--- src/rtl/mem_bus_initiator.sv ---
// mem_bus_initiator: initiator side of the PicoRV32 native memory interface.
// Takes one byte/half/word load or store command at a time, runs the
// mem_valid/mem_ready handshake, and returns a lane-extracted, sign/zero-extended
// response. Misaligned commands are answered without a bus cycle; a bus cycle
// that sees no mem_ready for TIMEOUT_CYCLES cycles is aborted.
//
// Ports:
//   clk_i, reset_i           clock, asynchronous active-high reset
//   cmd_*_i / cmd_ready_o    command channel (valid/ready)
//   rsp_*_o / rsp_ready_i    response channel (valid/ready); rsp_err_o 0=OK 1=MISALIGNED 2=TIMEOUT
//   mem_*_o / mem_*_i        PicoRV32 native memory bus
//   txn_count_o              completed bus transactions (OK or TIMEOUT), wrapping
module mem_bus_initiator #(
  parameter int unsigned DATA_W         = 32,
  parameter int unsigned TIMEOUT_CYCLES = 64
) (
  input  logic                clk_i,
  input  logic                reset_i,
  input  logic                cmd_valid_i,
  output logic                cmd_ready_o,
  input  logic                cmd_write_i,
  input  logic                cmd_instr_i,
  input  logic [1:0]          cmd_size_i,
  input  logic                cmd_signed_i,
  input  logic [31:0]         cmd_addr_i,
  input  logic [DATA_W-1:0]   cmd_wdata_i,
  output logic                rsp_valid_o,
  input  logic                rsp_ready_i,
  output logic [DATA_W-1:0]   rsp_rdata_o,
  output logic [1:0]          rsp_err_o,
  output logic                mem_valid_o,
  output logic                mem_instr_o,
  input  logic                mem_ready_i,
  output logic [31:0]         mem_addr_o,
  output logic [DATA_W-1:0]   mem_wdata_o,
  output logic [DATA_W/8-1:0] mem_wstrb_o,
  input  logic [DATA_W-1:0]   mem_rdata_i,
  output logic [31:0]         txn_count_o
);

  typedef enum logic [1:0] {StIdle, StReq, StResp} state_e;

  localparam logic [1:0]  ErrOk         = 2'd0;
  localparam logic [1:0]  ErrMisaligned = 2'd1;
  localparam logic [1:0]  ErrTimeout    = 2'd2;
  localparam logic [15:0] TmoLast       = 16'(TIMEOUT_CYCLES - 1);

  state_e             state_q, state_d;
  logic               cmd_ready_q, cmd_ready_d;
  logic               rsp_valid_q, rsp_valid_d;
  logic [DATA_W-1:0]  rsp_rdata_q, rsp_rdata_d;
  logic [1:0]         rsp_err_q, rsp_err_d;
  logic               mem_valid_q, mem_valid_d;
  logic               mem_instr_q, mem_instr_d;
  logic [31:0]        mem_addr_q, mem_addr_d;
  logic [DATA_W-1:0]  mem_wdata_q, mem_wdata_d;
  logic [3:0]         mem_wstrb_q, mem_wstrb_d;
  logic [31:0]        txn_count_q, txn_count_d;
  logic [15:0]        tmo_cnt_q, tmo_cnt_d;
  // Command attributes kept for shaping the load result.
  logic [1:0]         size_q, size_d;
  logic               signed_q, signed_d;
  logic               write_q, write_d;
  logic [1:0]         off_q, off_d;

  logic               misaligned;
  logic [7:0]         byte_lane;
  logic [15:0]        half_lane;
  logic [DATA_W-1:0]  load_data;
  logic [DATA_W-1:0]  st_wdata;
  logic [3:0]         st_wstrb;

  always_comb begin
    unique case (cmd_size_i)
      2'd0:    misaligned = 1'b0;
      2'd1:    misaligned = cmd_addr_i[0];
      2'd2:    misaligned = |cmd_addr_i[1:0];
      default: misaligned = 1'b1;
    endcase
  end

  // Store data is replicated across lanes; strobes select the addressed lanes.
  always_comb begin
    unique case (cmd_size_i)
      2'd0: begin
        st_wdata = {4{cmd_wdata_i[7:0]}};
        st_wstrb = 4'b0001 << cmd_addr_i[1:0];
      end
      2'd1: begin
        st_wdata = {2{cmd_wdata_i[15:0]}};
        st_wstrb = 4'b0011 << cmd_addr_i[1:0];
      end
      default: begin
        st_wdata = cmd_wdata_i;
        st_wstrb = 4'hF;
      end
    endcase
    if (!cmd_write_i) begin
      st_wstrb = 4'h0;
    end
  end

  always_comb begin
    byte_lane = mem_rdata_i[{off_q, 3'b000} +: 8];
    half_lane = off_q[1] ? mem_rdata_i[31:16] : mem_rdata_i[15:0];
    unique case (size_q)
      2'd0:    load_data = signed_q ? {{24{byte_lane[7]}}, byte_lane} : {24'h0, byte_lane};
      2'd1:    load_data = signed_q ? {{16{half_lane[15]}}, half_lane} : {16'h0, half_lane};
      default: load_data = mem_rdata_i;
    endcase
  end

  always_comb begin
    state_d     = state_q;
    rsp_rdata_d = rsp_rdata_q;
    rsp_err_d   = rsp_err_q;
    mem_instr_d = mem_instr_q;
    mem_addr_d  = mem_addr_q;
    mem_wdata_d = mem_wdata_q;
    mem_wstrb_d = mem_wstrb_q;
    txn_count_d = txn_count_q;
    tmo_cnt_d   = tmo_cnt_q;
    size_d      = size_q;
    signed_d    = signed_q;
    write_d     = write_q;
    off_d       = off_q;

    unique case (state_q)
      StIdle: begin
        if (cmd_valid_i && cmd_ready_q) begin
          if (misaligned) begin
            state_d     = StResp;
            rsp_rdata_d = '0;
            rsp_err_d   = ErrMisaligned;
          end else begin
            state_d     = StReq;
            mem_addr_d  = {cmd_addr_i[31:2], 2'b00};
            mem_instr_d = cmd_instr_i & ~cmd_write_i;
            mem_wdata_d = st_wdata;
            mem_wstrb_d = st_wstrb;
            tmo_cnt_d   = '0;
            size_d      = cmd_size_i;
            signed_d    = cmd_signed_i;
            write_d     = cmd_write_i;
            off_d       = cmd_addr_i[1:0];
          end
        end
      end
      StReq: begin
        // Ready takes priority over an expiring timeout in the same cycle.
        if (mem_ready_i) begin
          state_d     = StResp;
          rsp_rdata_d = write_q ? '0 : load_data;
          rsp_err_d   = ErrOk;
          mem_wstrb_d = 4'h0;
          txn_count_d = txn_count_q + 32'd1;
        end else if (tmo_cnt_q == TmoLast) begin
          state_d     = StResp;
          rsp_rdata_d = '0;
          rsp_err_d   = ErrTimeout;
          mem_wstrb_d = 4'h0;
          txn_count_d = txn_count_q + 32'd1;
        end else begin
          tmo_cnt_d = tmo_cnt_q + 16'd1;
        end
      end
      StResp: begin
        if (rsp_ready_i) begin
          state_d   = StIdle;
          tmo_cnt_d = '0;
        end
      end
      default: state_d = StIdle;
    endcase

    // Handshake flags are registered copies of the next state.
    cmd_ready_d = (state_d == StIdle);
    mem_valid_d = (state_d == StReq);
    rsp_valid_d = (state_d == StResp);
  end

  always_ff @(posedge clk_i or posedge reset_i) begin
    if (reset_i) begin
      state_q     <= StIdle;
      cmd_ready_q <= 1'b0;
      rsp_valid_q <= 1'b0;
      rsp_rdata_q <= '0;
      rsp_err_q   <= ErrOk;
      mem_valid_q <= 1'b0;
      mem_instr_q <= 1'b0;
      mem_addr_q  <= '0;
      mem_wdata_q <= '0;
      mem_wstrb_q <= '0;
      txn_count_q <= '0;
      tmo_cnt_q   <= '0;
      size_q      <= '0;
      signed_q    <= 1'b0;
      write_q     <= 1'b0;
      off_q       <= '0;
    end else begin
      state_q     <= state_d;
      cmd_ready_q <= cmd_ready_d;
      rsp_valid_q <= rsp_valid_d;
      rsp_rdata_q <= rsp_rdata_d;
      rsp_err_q   <= rsp_err_d;
      mem_valid_q <= mem_valid_d;
      mem_instr_q <= mem_instr_d;
      mem_addr_q  <= mem_addr_d;
      mem_wdata_q <= mem_wdata_d;
      mem_wstrb_q <= mem_wstrb_d;
      txn_count_q <= txn_count_d;
      tmo_cnt_q   <= tmo_cnt_d;
      size_q      <= size_d;
      signed_q    <= signed_d;
      write_q     <= write_d;
      off_q       <= off_d;
    end
  end

  assign cmd_ready_o = cmd_ready_q;
  assign rsp_valid_o = rsp_valid_q;
  assign rsp_rdata_o = rsp_rdata_q;
  assign rsp_err_o   = rsp_err_q;
  assign mem_valid_o = mem_valid_q;
  assign mem_instr_o = mem_instr_q;
  assign mem_addr_o  = mem_addr_q;
  assign mem_wdata_o = mem_wdata_q;
  assign mem_wstrb_o = mem_wstrb_q;
  assign txn_count_o = txn_count_q;

endmodule

--- config.mk ---
export PLATFORM = sky130hd
export DESIGN_NAME = mem_bus_initiator
export DESIGN_NICKNAME = d
export VERILOG_FILES = /design/src/rtl/mem_bus_initiator.sv
export SDC_FILE = /design/constraint.sdc
export NUM_CORES = 1
export LEC_CHECK = 0
export BUFFER_PORTS_ARGS = -buffer_cell sky130_fd_sc_hd__buf_4
export CORE_MARGIN = 5
export CORE_UTILIZATION = 26
export CTS_CLUSTER_DIAMETER = 100
export DETAILED_ROUTE_END_ITERATION = 10
export SLEW_MARGIN = 5
export SYNTH_ARGS = -nofsm -noshare
export SYNTH_HDL_FRONTEND = slang
export SYNTH_SLANG_ARGS = --single-unit
export TNS_END_PERCENT = 30
--- constraint.sdc ---
create_clock -name clk_i -period 11.23 [get_ports clk_i]
set_input_delay 1.123 -clock clk_i [delete_from_list [all_inputs] [get_ports clk_i]]
set_output_delay 1.123 -clock clk_i [all_outputs]
set_load 0.02 [all_outputs]
==> impl_metrics.env <==
export IMPL_start_kind="input pin"
export IMPL_ff_latch_area_um2=4004
export IMPL_cap_violations=0
export IMPL_final_util_pct=35.87
export IMPL_avgViaCountPerCell=4.583
export IMPL_grt_pass1_wl_um=38380
export IMPL_overflow=0
export IMPL_routedWlPerCell_um=16.83
export IMPL_die_area_um2=32320
export IMPL_ctsHtreeMaxLevel=4
export IMPL_p_leak_nw=5.074
export IMPL_fin_crit_ns=3.390
export IMPL_post_cts_resize_count=0
export IMPL_io_pins=244
export IMPL_numCtsBuffers=17
export IMPL_die_x_um=179.8
export IMPL_crit_required_ns=11.57
export IMPL_use_met2_pct=22.54
export IMPL_avgSynthCellArea_um2=9.415
export IMPL_die_y_um=179.8
export IMPL_ys_ff_latch=160
export IMPL_syn_area_um2=7495
export IMPL_cp_data_arrival_time_ns=3.73
export IMPL_vdd_drop_max_mv=0.09675
export IMPL_hold_viol=0
export IMPL_mostFrequentLayoutCells="buf_4 (250), nand2_1 (191), dfrtp_1 (160)"
export IMPL_ys_warnings_count=0
export IMPL_period_share_pct=30.19
export IMPL_worst_setup_path_type="in -> reg"
export IMPL_initialDrtViolationCount=418
export IMPL_mostFrequentLayoutCell="buf_4"
export IMPL_io_buffers=241
export IMPL_place_congestion=0.7909
export IMPL_antenna_found_initial=1
export IMPL_rows=62
export IMPL_dp_hpwl_um=17130
export IMPL_initial_core_util_pct=26.25
export IMPL_num_nets_final=1125
export IMPL_end_kind="flip-flop"
export IMPL_drive_above_1_share_pct=29.13
export IMPL_fmax_mhz=295.0
export IMPL_cts_sinks=160
export IMPL_ys_types=49
export IMPL_drv_slew=0
export IMPL_worst_slew_pin_slew_ns=0.9981
export IMPL_async_flop_share_pct=100.0
export IMPL_ys_seq_area_share_pct=53.42
export IMPL_post_cts_buffers=0
export IMPL_cp_max_fo=91
export IMPL_hold_path_class="reg -> reg"
export IMPL_grt_met1_usage_pct=18.69
export IMPL_vias=6481
export IMPL_clock_path_buffers=2
export IMPL_path_clk_slew_ns=0.07
export IMPL_slew_headroom_pct=33.22
export IMPL_wl_um=23790
export IMPL_ys_flop_type="dfrtp_1"
export IMPL_cts_tree="yes"
export IMPL_coreArea_um2=28550
export IMPL_clock_root_buffer="clkbuf_16"
export IMPL_p_total_w=0.002491
export IMPL_insertion_delay_ns=0.43
export IMPL_synth_edf_count=0
export IMPL_setup_violations=0
export IMPL_busiest_layer="met2"
export IMPL_status="finished clean"
export IMPL_grt_util_met3_pct=6.609
export IMPL_syn2layout_area_growth_pct=36.64
export IMPL_rsz0062_at_grt="no"
export IMPL_hold_buffers=0
export IMPL_fillers=2955
export IMPL_dr_pass1_iters=5
export IMPL_track_usage_pct=14.63
export IMPL_syn_inst=796
export IMPL_drc_errors=0
export IMPL_grt_pass1_vias=6718
export IMPL_grt_max_degree=92
export IMPL_ant_nets=0
export IMPL_multi_input_area_um2=3237
export IMPL_diodes=0
export IMPL_clock_skew_final_ns=0.01722
export IMPL_p_per_area_nw_per_um2=243.2
export IMPL_setup_tns_ns=0
## final cells by class
class	count	share of cell area [%]
timing repair buffer	250	18.33
clock inverter	14	1.381
sequential	160	39.10
tap	384	4.691
clock buffer	18	4.191
multi-input combinational	570	31.61
inverter	18	0.7086
## per-layer routing
layer | wire (um) | share of wire [%] | vias to the layer above
li1 | - | - | 3165
met1 | 10550 | 44 | 3050
met2 | 10500 | 44 | 242
met3 | 2295 | 9.6 | 22
met4 | 425 | 1.8 | 2
met5 | 13 | 0.055 | -
## synthesized netlist by cell type (all sizes together) (17+ instances only)
library cell	count	area (um2)
a22o	24	210.2
xnor2	17	148.9
o21ai	27	138.9
clkbuf	39	146.4
inv	18	67.56
dfrtp	160	4004
mux2i	29	290.3
nand3	21	110.1
xor2	22	192.7
nor2	57	214.0
nand2	191	716.9
a21oi	48	240.2
## final timing paths
check                                       end  slack, ns           start  depth (start not counted)
worst max-delay path               tmo_cnt_q[3]       7.84   cmd_size_i[0]                          7
worst min-delay path             rsp_rdata_o[0]       0.47  rsp_rdata_o[0]                          2
worst max register to register     tmo_cnt_q[3]       8.51      state_q[0]                          5
worst min register to register   rsp_rdata_o[0]       0.47  rsp_rdata_o[0]                          2
max in group asynchronous        mem_wdata_o[7]       8.67         reset_i                          4
min in group asynchronous       txn_count_o[23]       0.69         reset_i                          2
## flip-flops by register name, summed over array words and instances (netlist names), 2 cells and up
register     cells
mem_addr_o      30
mem_wstrb_o      4
txn_count_o     32
size_q           2
off_q            2
mem_wdata_o     32
rsp_rdata_o     32
state_q          2
tmo_cnt_q       16
rsp_err_o        2
## worst max-delay path, cell delays in order
cell      delay (ns)
buf_4           0.19
or3_1           0.43
a211oi_4        0.25
buf_4           0.74
o21ai_1         0.39
or3_1           0.44
a21oi_1         0.15
## power breakdown
part	switching [W]	leakage (nW)	internal, W
combinational	0.000591	2.73	0.000405
sequential	0.000147	2.07	0.000766
clock	0.000284	0.272	0.000297
## logic make-up (layout without fill, tap and decap cells)
group	count (synthesis)	count (layout)	synth area share [%]
adder cells (fa/ha/maj)	2	2	0.3338
AND/OR/NAND/NOR	355	355	21.32
AO/OA/AOI/OAI	136	136	11.84
multiplexers	36	36	4.925
flip-flops	160	160	53.42
XOR/XNOR	39	39	4.557
buffers and inverters	67	300	3.556
other	1	2	0.05004
## per-stage QoR
| step | instances | area [um2] | worst slack (ns) | hold slack (ns) |
|---|---|---|---|---|
| after global placement | 1382 | 9671 | 7.384 | 0.4577 |
| after detailed placement | 1382 | 9671 | 7.361 | 0.4615 |
| after floorplan | 797 | 7498 | 5.787 | 0.4470 |
| after global routing | 1414 | 10240 | 7.629 | 0.4893 |
| final | 1414 | 10240 | 7.840 | 0.4689 |
| after CTS | 1414 | 10240 | 7.830 | 0.4771 |
Power figures use the tool's default switching activity.
